`config.mk`:
```
export PLATFORM = sky130hd
export DESIGN_NAME = pwm_led_ctrl
export DESIGN_NICKNAME = d
export VERILOG_FILES = /design/src/rtl/pwm_led_ctrl.sv
export SDC_FILE = /design/constraint.sdc
export NUM_CORES = 1
export LEC_CHECK = 0
export CORE_ASPECT_RATIO = 0.5
export CORE_MARGIN = 4
export CORE_UTILIZATION = 47
export DETAILED_ROUTE_END_ITERATION = 7
export PLACE_DENSITY = 0.73
export SLEW_MARGIN = 20
export SYNTH_ARGS = -nofsm -noshare
export SYNTH_HDL_FRONTEND = slang
export SYNTH_SLANG_ARGS = --single-unit
export TNS_END_PERCENT = 1
```
`constraint.sdc`:
```
create_clock -name clk -period 6.3 [get_ports clk]
set_input_delay 1.575 -clock clk [delete_from_list [all_inputs] [get_ports clk]]
set_output_delay 1.575 -clock clk [all_outputs]
set_load 0.02 [all_outputs]
```
`src/rtl/pwm_led_ctrl.sv`:
```
// Memory-mapped N-channel PWM driver with a shared prescaled counter and double-buffered duties.
// Optional per-channel duty fading is enabled by defining PWM_LED_FADE_EN.
module pwm_led_ctrl #(
    parameter int NUM_CH      = 4,
    parameter int PWM_WIDTH   = 8,
    parameter int PRESC_WIDTH = 16,
    parameter int ADDR_WIDTH  = 8
) (
    input  logic                  clk,
    input  logic                  reset,
    input  logic                  cs,
    input  logic                  we,
    input  logic [ADDR_WIDTH-1:0] addr,
    input  logic [31:0]           wdata,
    output logic [31:0]           rdata,
    output logic [NUM_CH-1:0]     pwm_n
);

    localparam int WA = ADDR_WIDTH - 2;
    localparam logic [WA-1:0] W_CTRL  = WA'(0);
    localparam logic [WA-1:0] W_PRESC = WA'(1);
    localparam logic [WA-1:0] W_STAT  = WA'(2);
    localparam logic [WA-1:0] W_DUTY  = WA'(4);
    localparam logic [WA-1:0] W_FADE  = WA'(16);

    logic [WA-1:0] word;
    logic          wr_en;
    logic          rd_en;
    logic          unused_bits;

    assign word        = addr[ADDR_WIDTH-1:2];
    assign wr_en       = cs && we;
    assign rd_en       = cs && !we;
    assign unused_bits = ^{addr[1:0], wdata[31:PRESC_WIDTH]};

    logic                   en_q, en_d;
    logic [PRESC_WIDTH-1:0] presc_q, presc_d;
    logic [PRESC_WIDTH-1:0] pc_q, pc_d;
    logic [PWM_WIDTH-1:0]   cnt_q, cnt_d;
    logic                   tick;
    logic                   period_end;
    logic                   en_rise;
    logic [NUM_CH-1:0]      pwm_n_q, pwm_n_d;
    logic [31:0]            rdata_q, rdata_d;
    logic [31:0]            rd_val;
    logic [PWM_WIDTH-1:0]   duty_rd [NUM_CH];
`ifdef PWM_LED_FADE_EN
    logic [PRESC_WIDTH-1:0] fade_rd [NUM_CH];
`endif

    always_comb begin
        en_d = en_q;
        if (wr_en && word == W_CTRL) en_d = wdata[0];
        presc_d = presc_q;
        if (wr_en && word == W_PRESC) presc_d = wdata[PRESC_WIDTH-1:0];

        tick       = en_q && (pc_q == presc_q);
        period_end = tick && (cnt_q == {PWM_WIDTH{1'b1}});
        en_rise    = en_d && !en_q;

        // Counters are held at zero while disabled or being disabled, so STAT reads 0 at once
        if (!en_q || !en_d) begin
            pc_d  = '0;
            cnt_d = '0;
        end else begin
            pc_d  = tick ? '0 : pc_q + PRESC_WIDTH'(1);
            cnt_d = tick ? cnt_q + PWM_WIDTH'(1) : cnt_q;
        end
        if (wr_en && word == W_PRESC) pc_d = '0;
    end

    always_comb begin
        rd_val = '0;
        if (word == W_CTRL)       rd_val[0] = en_q;
        else if (word == W_PRESC) rd_val[PRESC_WIDTH-1:0] = presc_q;
        else if (word == W_STAT)  rd_val[PWM_WIDTH-1:0] = cnt_q;
        for (int c = 0; c < NUM_CH; c++) begin
            if (word == W_DUTY + WA'(c)) rd_val[PWM_WIDTH-1:0] = duty_rd[c];
`ifdef PWM_LED_FADE_EN
            if (word == W_FADE + WA'(c)) rd_val[PRESC_WIDTH-1:0] = fade_rd[c];
`endif
        end
        rdata_d = rd_en ? rd_val : rdata_q;
    end

    always_ff @(posedge clk or posedge reset) begin
        if (reset) begin
            en_q    <= 1'b0;
            presc_q <= '0;
            pc_q    <= '0;
            cnt_q   <= '0;
            pwm_n_q <= '1;
            rdata_q <= '0;
        end else begin
            en_q    <= en_d;
            presc_q <= presc_d;
            pc_q    <= pc_d;
            cnt_q   <= cnt_d;
            pwm_n_q <= pwm_n_d;
            rdata_q <= rdata_d;
        end
    end

    genvar gi;
    generate
        for (gi = 0; gi < NUM_CH; gi++) begin : g_ch
            logic [PWM_WIDTH-1:0] duty_q, duty_d;
            logic [PWM_WIDTH-1:0] act_q, act_d;
            logic                 duty_wr;

            assign duty_wr     = wr_en && (word == W_DUTY + WA'(gi));
            assign duty_rd[gi] = duty_q;
            // All-ones duty is forced fully on rather than (2**W-1)/2**W
            assign pwm_n_d[gi] = ~(en_q && (act_q == {PWM_WIDTH{1'b1}} || cnt_q < act_q));

`ifdef PWM_LED_FADE_EN
            logic [PRESC_WIDTH-1:0] fade_q, fade_d;
            logic [PRESC_WIDTH-1:0] fcnt_q, fcnt_d;
            logic                   fade_wr;

            assign fade_wr     = wr_en && (word == W_FADE + WA'(gi));
            assign fade_rd[gi] = fade_q;

            always_comb begin
                duty_d = duty_wr ? wdata[PWM_WIDTH-1:0] : duty_q;
                fade_d = fade_wr ? wdata[PRESC_WIDTH-1:0] : fade_q;
                act_d  = act_q;
                fcnt_d = fcnt_q;
                if (fade_q == '0) begin
                    if (en_rise || period_end) act_d = duty_q;
                end else if (period_end) begin
                    if (fcnt_q >= fade_q - PRESC_WIDTH'(1)) begin
                        fcnt_d = '0;
                        if (act_q < duty_q)      act_d = act_q + PWM_WIDTH'(1);
                        else if (act_q > duty_q) act_d = act_q - PWM_WIDTH'(1);
                    end else begin
                        fcnt_d = fcnt_q + PRESC_WIDTH'(1);
                    end
                end
                if (fade_wr) fcnt_d = '0;
            end

            always_ff @(posedge clk or posedge reset) begin
                if (reset) begin
                    duty_q <= '0;
                    act_q  <= '0;
                    fade_q <= '0;
                    fcnt_q <= '0;
                end else begin
                    duty_q <= duty_d;
                    act_q  <= act_d;
                    fade_q <= fade_d;
                    fcnt_q <= fcnt_d;
                end
            end
`else
            // act samples duty_q before this edge's write, so a write on the wrap edge waits a period
            always_comb begin
                duty_d = duty_wr ? wdata[PWM_WIDTH-1:0] : duty_q;
                act_d  = (en_rise || period_end) ? duty_q : act_q;
            end

            always_ff @(posedge clk or posedge reset) begin
                if (reset) begin
                    duty_q <= '0;
                    act_q  <= '0;
                end else begin
                    duty_q <= duty_d;
                    act_q  <= act_d;
                end
            end
`endif
        end
    endgenerate

    assign rdata = rdata_q;
    assign pwm_n = pwm_n_q;

endmodule

```
==> impl_metrics.py <==
metrics = {
    "outcome": {
        "run_status": "finished clean",
    },
    "logic_synthesis": {
        "ys_ff_latch": 125,
        "synth_largest_type_area_fraction_pct": 46.2,
        "post_synth.cell_area_avg_um2": 11.2,
        "syn_inst": 586,
        "yosysTopAreaCell": "sky130_fd_sc_hd__dfrtp_1",
        "post_synth_main_area_contributors": "sky130_fd_sc_hd__dfrtp_1, sky130_fd_sc_hd__mux2_2, sky130_fd_sc_hd__ha_1, sky130_fd_sc_hd__xor2_1, sky130_fd_sc_hd__nand2_1",
        "synth.yosys.seq_area_share_pct": 47.8,
        "synth_cell_type_count": 49,
        "synth_ff_type": "sky130_fd_sc_hd__dfrtp_1",
        "most_common_cell_in_the_synthesized_netlist": "sky130_fd_sc_hd__dfrtp_1",
        "asyncSetResetFlopFracSynth_pct": 100,
        "synth.top_cells.by_count": "sky130_fd_sc_hd__dfrtp_1, sky130_fd_sc_hd__mux2_2, sky130_fd_sc_hd__nand2_1",
        "synth_enable_flop_cells": 0,
        "yosys_warnings": 0,
        "post_synth_instance_area_um2": 6550,
    },
    "grt": {
        "grt_overflow_total": 0,
        "antenna_found_initial": 0,
        "global_route_wire_length_before_repair_um": 25600,
        "via_count_of_the_first_global_routing_pass": 4750,
        "grt.total_usage_pct": 20.7,
        "maximum_number_of_pins_on_one_net_before_global_route_repair": 66,
    },
    "finish": {
        "layout-drive-gt1-share_pct": 20.3,
        "area_delta_synth_final_pct": 17.9,
        "finalNonFillerCells": 837,
        "fin_nets": 706,
        "antenna-diode-count": 0,
        "nFillCells": 1115,
    },
    "die": {
        "design.core.area_um2": 13600,
        "std_cell_rows": 30,
        "fp.dieH_um": 91.5,
        "start_util_pct": 48.2,
        "io-pin-count": 80,
        "design.die.area_um2": 16000,
        "die_width_um": 175,
    },
    "sta": {
        "setup_viol": 0,
        "transition_time_at_the_pin_with_the_least_slew_margin_ns": 1.00,
        "timing.clock.skew_ns": 0.0137,
        "final_number_of_hold_violating_endpoints": 0,
        "grt_setup_unrepaired": "no",
        "layout_min_cycle_time_ns": 3.84,
        "relSlewSlack_pct": 32.9,
        "setup_tns_ns": 0,
        "timing.final.max_slew_violations": 0,
        "min_period_over_period_pct": 60.9,
        "fmaxAchievable_ghz": 0.261,
    },
    "clock_network": {
        "clock_tree.root_cell": "sky130_fd_sc_hd__clkbuf_16",
        "cts_buffer_depth": 2,
        "tritoncts.num_buffers": 17,
        "post_cts_hold_buffer_count": 0,
        "clkLatencyLatePin_ns": 0.42,
        "path_clk_slew_ns": 0.05,
        "tritoncts_clock_tree": "done",
        "numClockSinks": 125,
        "cts.repair_timing.setup_buffer_count": 0,
        "htree_num_levels": 4,
        "ctsResizeCount": 0,
    },
    "placed_design": {
        "dp_hpwl_um": 10900,
        "portbufs": 45,
        "placedCellCount": 805,
        "gp_congestion": 0.838,
    },
    "power": {
        "vdd_drop_max_uv": 188,
        "pwr_density_nw_per_um2": 268,
        "power.leakage_nw": 3.50,
    },
    "critical_path": {
        "critPathMaxFanout": 24,
        "critical_path_buf_inv_count": 1,
        "cp.required_ns": 6.60,
        "crit_path_max_delay_cell_type": "sky130_fd_sc_hd__clkdlybuf4s50_1",
        "max_stage_delay_ns": 1.13,
        "critical_path.endpoint_type": "flip-flop",
        "timing.critical_path.cells": "clkdlybuf4s50_1 -> nand2_1 -> nor2_1 -> mux2_2",
        "setup.worst_path.start_class": "input pin",
        "timing_worst_setup_path_type": "input pin to flip-flop",
        "critPathArrivalTime_ns": 4.14,
        "cp_top_family": "buffers and inverters",
    },
    "flow_run": {
        "max-cap-violations": 0,
    },
    "worst_hold_path": {
        "min_path_type": "flip-flop to flip-flop",
    },
    "route": {
        "drt_first_iter_violations": 272,
        "antenna_violating_nets_post_route": 0,
        "firstDrtPassIters": 4,
        "detailroute.wirelength.met3_um": 1160,
        "route.layer.met1.wl_um": 7040,
        "routed_wl_met2_um": 7400,
        "routed_via_density": 5.62,
        "drt-total-wl_um": 16000,
        "top_layer": "met4",
        "route.detailed.drc": 0,
        "routed-via-count": 4706,
        "post_drt_wl_per_cell_um": 19.1,
    },
}
worst register-to-register path, cell delays in order (launching register included):
cell and delay [ns]:
sky130_fd_sc_hd__dfrtp_1 0.43, sky130_fd_sc_hd__xor2_1 0.18, sky130_fd_sc_hd__nor4_1 0.48, sky130_fd_sc_hd__and3_1 0.32, sky130_fd_sc_hd__a41oi_4 0.12, sky130_fd_sc_hd__buf_4 0.29, sky130_fd_sc_hd__mux2_4 0.39
kinds of logic (layout without fill, tap and decap cells):
kind of cell	count (synthesis)	in the layout	share of synthesized area, %
adder cells (fa/ha/maj)	30	30	5.73
AO/OA/AOI/OAI	85	85	8.46
buffers and inverters	69	113	5.27
multiplexers	97	97	16.9
XOR/XNOR	30	30	4.01
other	1	16	0.0572
flip-flops	125	125	47.8
AND/OR/NAND/NOR	149	149	11.7
layout make-up:
class | instances | area [um2] | area share [%]
clock buffer | 25 | 485 | 6.29
timing repair buffer | 48 | 473 | 6.12
clock inverter | 7 | 135 | 1.75
inverter | 33 | 126 | 1.64
multi-input combinational | 407 | 3130 | 40.5
tap | 192 | 240 | 3.11
sequential | 125 | 3130 | 40.6
power breakdown:
part	switching (mW)	leakage, nW	internal [mW]
Combinational	0.0952	1.49	0.0681
Clock	0.345	0.305	0.691
Sequential	0.0324	1.71	0.836
Total	0.473	3.50	1.60
placed cells by master, fill, tap and decap left out, types with 2 or more instances in the layout:
| cell | instances |
|---|---|
| sky130_fd_sc_hd__mux2i_1 | 8 |
| sky130_fd_sc_hd__nor3_1 | 11 |
| sky130_fd_sc_hd__and4_1 | 4 |
| sky130_fd_sc_hd__mux2_2 | 82 |
| sky130_fd_sc_hd__nand3_1 | 16 |
| sky130_fd_sc_hd__o21ai_0 | 20 |
| sky130_fd_sc_hd__ha_1 | 30 |
| sky130_fd_sc_hd__nand4_1 | 12 |
| sky130_fd_sc_hd__a221oi_1 | 7 |
| sky130_fd_sc_hd__conb_1 | 16 |
| sky130_fd_sc_hd__nor4_1 | 4 |
| sky130_fd_sc_hd__xnor2_1 | 6 |
| sky130_fd_sc_hd__dfstp_2 | 4 |
| sky130_fd_sc_hd__nand2b_1 | 14 |
| sky130_fd_sc_hd__or3_1 | 3 |
| sky130_fd_sc_hd__mux2_4 | 7 |
| sky130_fd_sc_hd__nor2_1 | 29 |
| sky130_fd_sc_hd__xor2_1 | 24 |
| sky130_fd_sc_hd__buf_4 | 3 |
| sky130_fd_sc_hd__o22ai_1 | 6 |
| sky130_fd_sc_hd__dfrtp_1 | 121 |
| sky130_fd_sc_hd__clkbuf_16 | 17 |
| sky130_fd_sc_hd__o21a_1 | 6 |
| sky130_fd_sc_hd__inv_1 | 32 |
| sky130_fd_sc_hd__a21o_1 | 4 |
| sky130_fd_sc_hd__o31ai_1 | 2 |
| sky130_fd_sc_hd__clkinv_2 | 3 |
| sky130_fd_sc_hd__o221ai_1 | 7 |
| sky130_fd_sc_hd__nand2_1 | 41 |
| sky130_fd_sc_hd__clkbuf_8 | 3 |
| sky130_fd_sc_hd__and3_1 | 4 |
| sky130_fd_sc_hd__clkbuf_1 | 5 |
| sky130_fd_sc_hd__clkdlybuf4s50_1 | 45 |
| sky130_fd_sc_hd__bufinv_16 | 4 |
| sky130_fd_sc_hd__a21oi_1 | 28 |
flip-flops by register name (all words and copies together), names as in the netlist:
name,count
pwm_n,4
rdata,16
presc_q,16
g_ch.duty_q,32
pc_q,16
g_ch.act_q,32
en_q,1
cnt_q,8
layer usage:
metal	global-route usage, %	up-vias
met2	32.5	173
met1	27.5	2356
met4	7.64	0
li1	-	2147
met3	6.03	30
met5	0	-
final timing paths:
check | end | slack (ns) | cells past startpoint | start
max reg2reg | g_ch[0].act_q[7] | 3.96 | 6 | pc_q[10]
min in group asynchronous | rdata[9] | 1.64 | 2 | reset
max | g_ch[3].duty_q[5] | 2.46 | 4 | addr[2]
max in group asynchronous | g_ch[1].act_q[0] | 3.33 | 3 | reset
min | rdata[0] | 0.48 | 2 | rdata[0]
min reg2reg | rdata[0] | 0.48 | 2 | rdata[0]
per-stage QoR:
stage	hold WS [ns]	total power, mW	setup WS [ns]	utilization [%]	cell area [um2]
6_report	0.485	2.07	2.46	56.8	7720
5_1_grt	0.518	2.14	2.35	56.8	7720
4_1_cts	0.485	2.07	2.49	56.8	7720
3_5_place_dp	0.473	1.04	2.06	52.3	7100
3_3_place_gp	0.468	1.04	2.09	52.3	7100
2_1_floorplan	0.479	0.985	1.40	-	6610
Note: power is estimated with default switching activity, not from simulation.
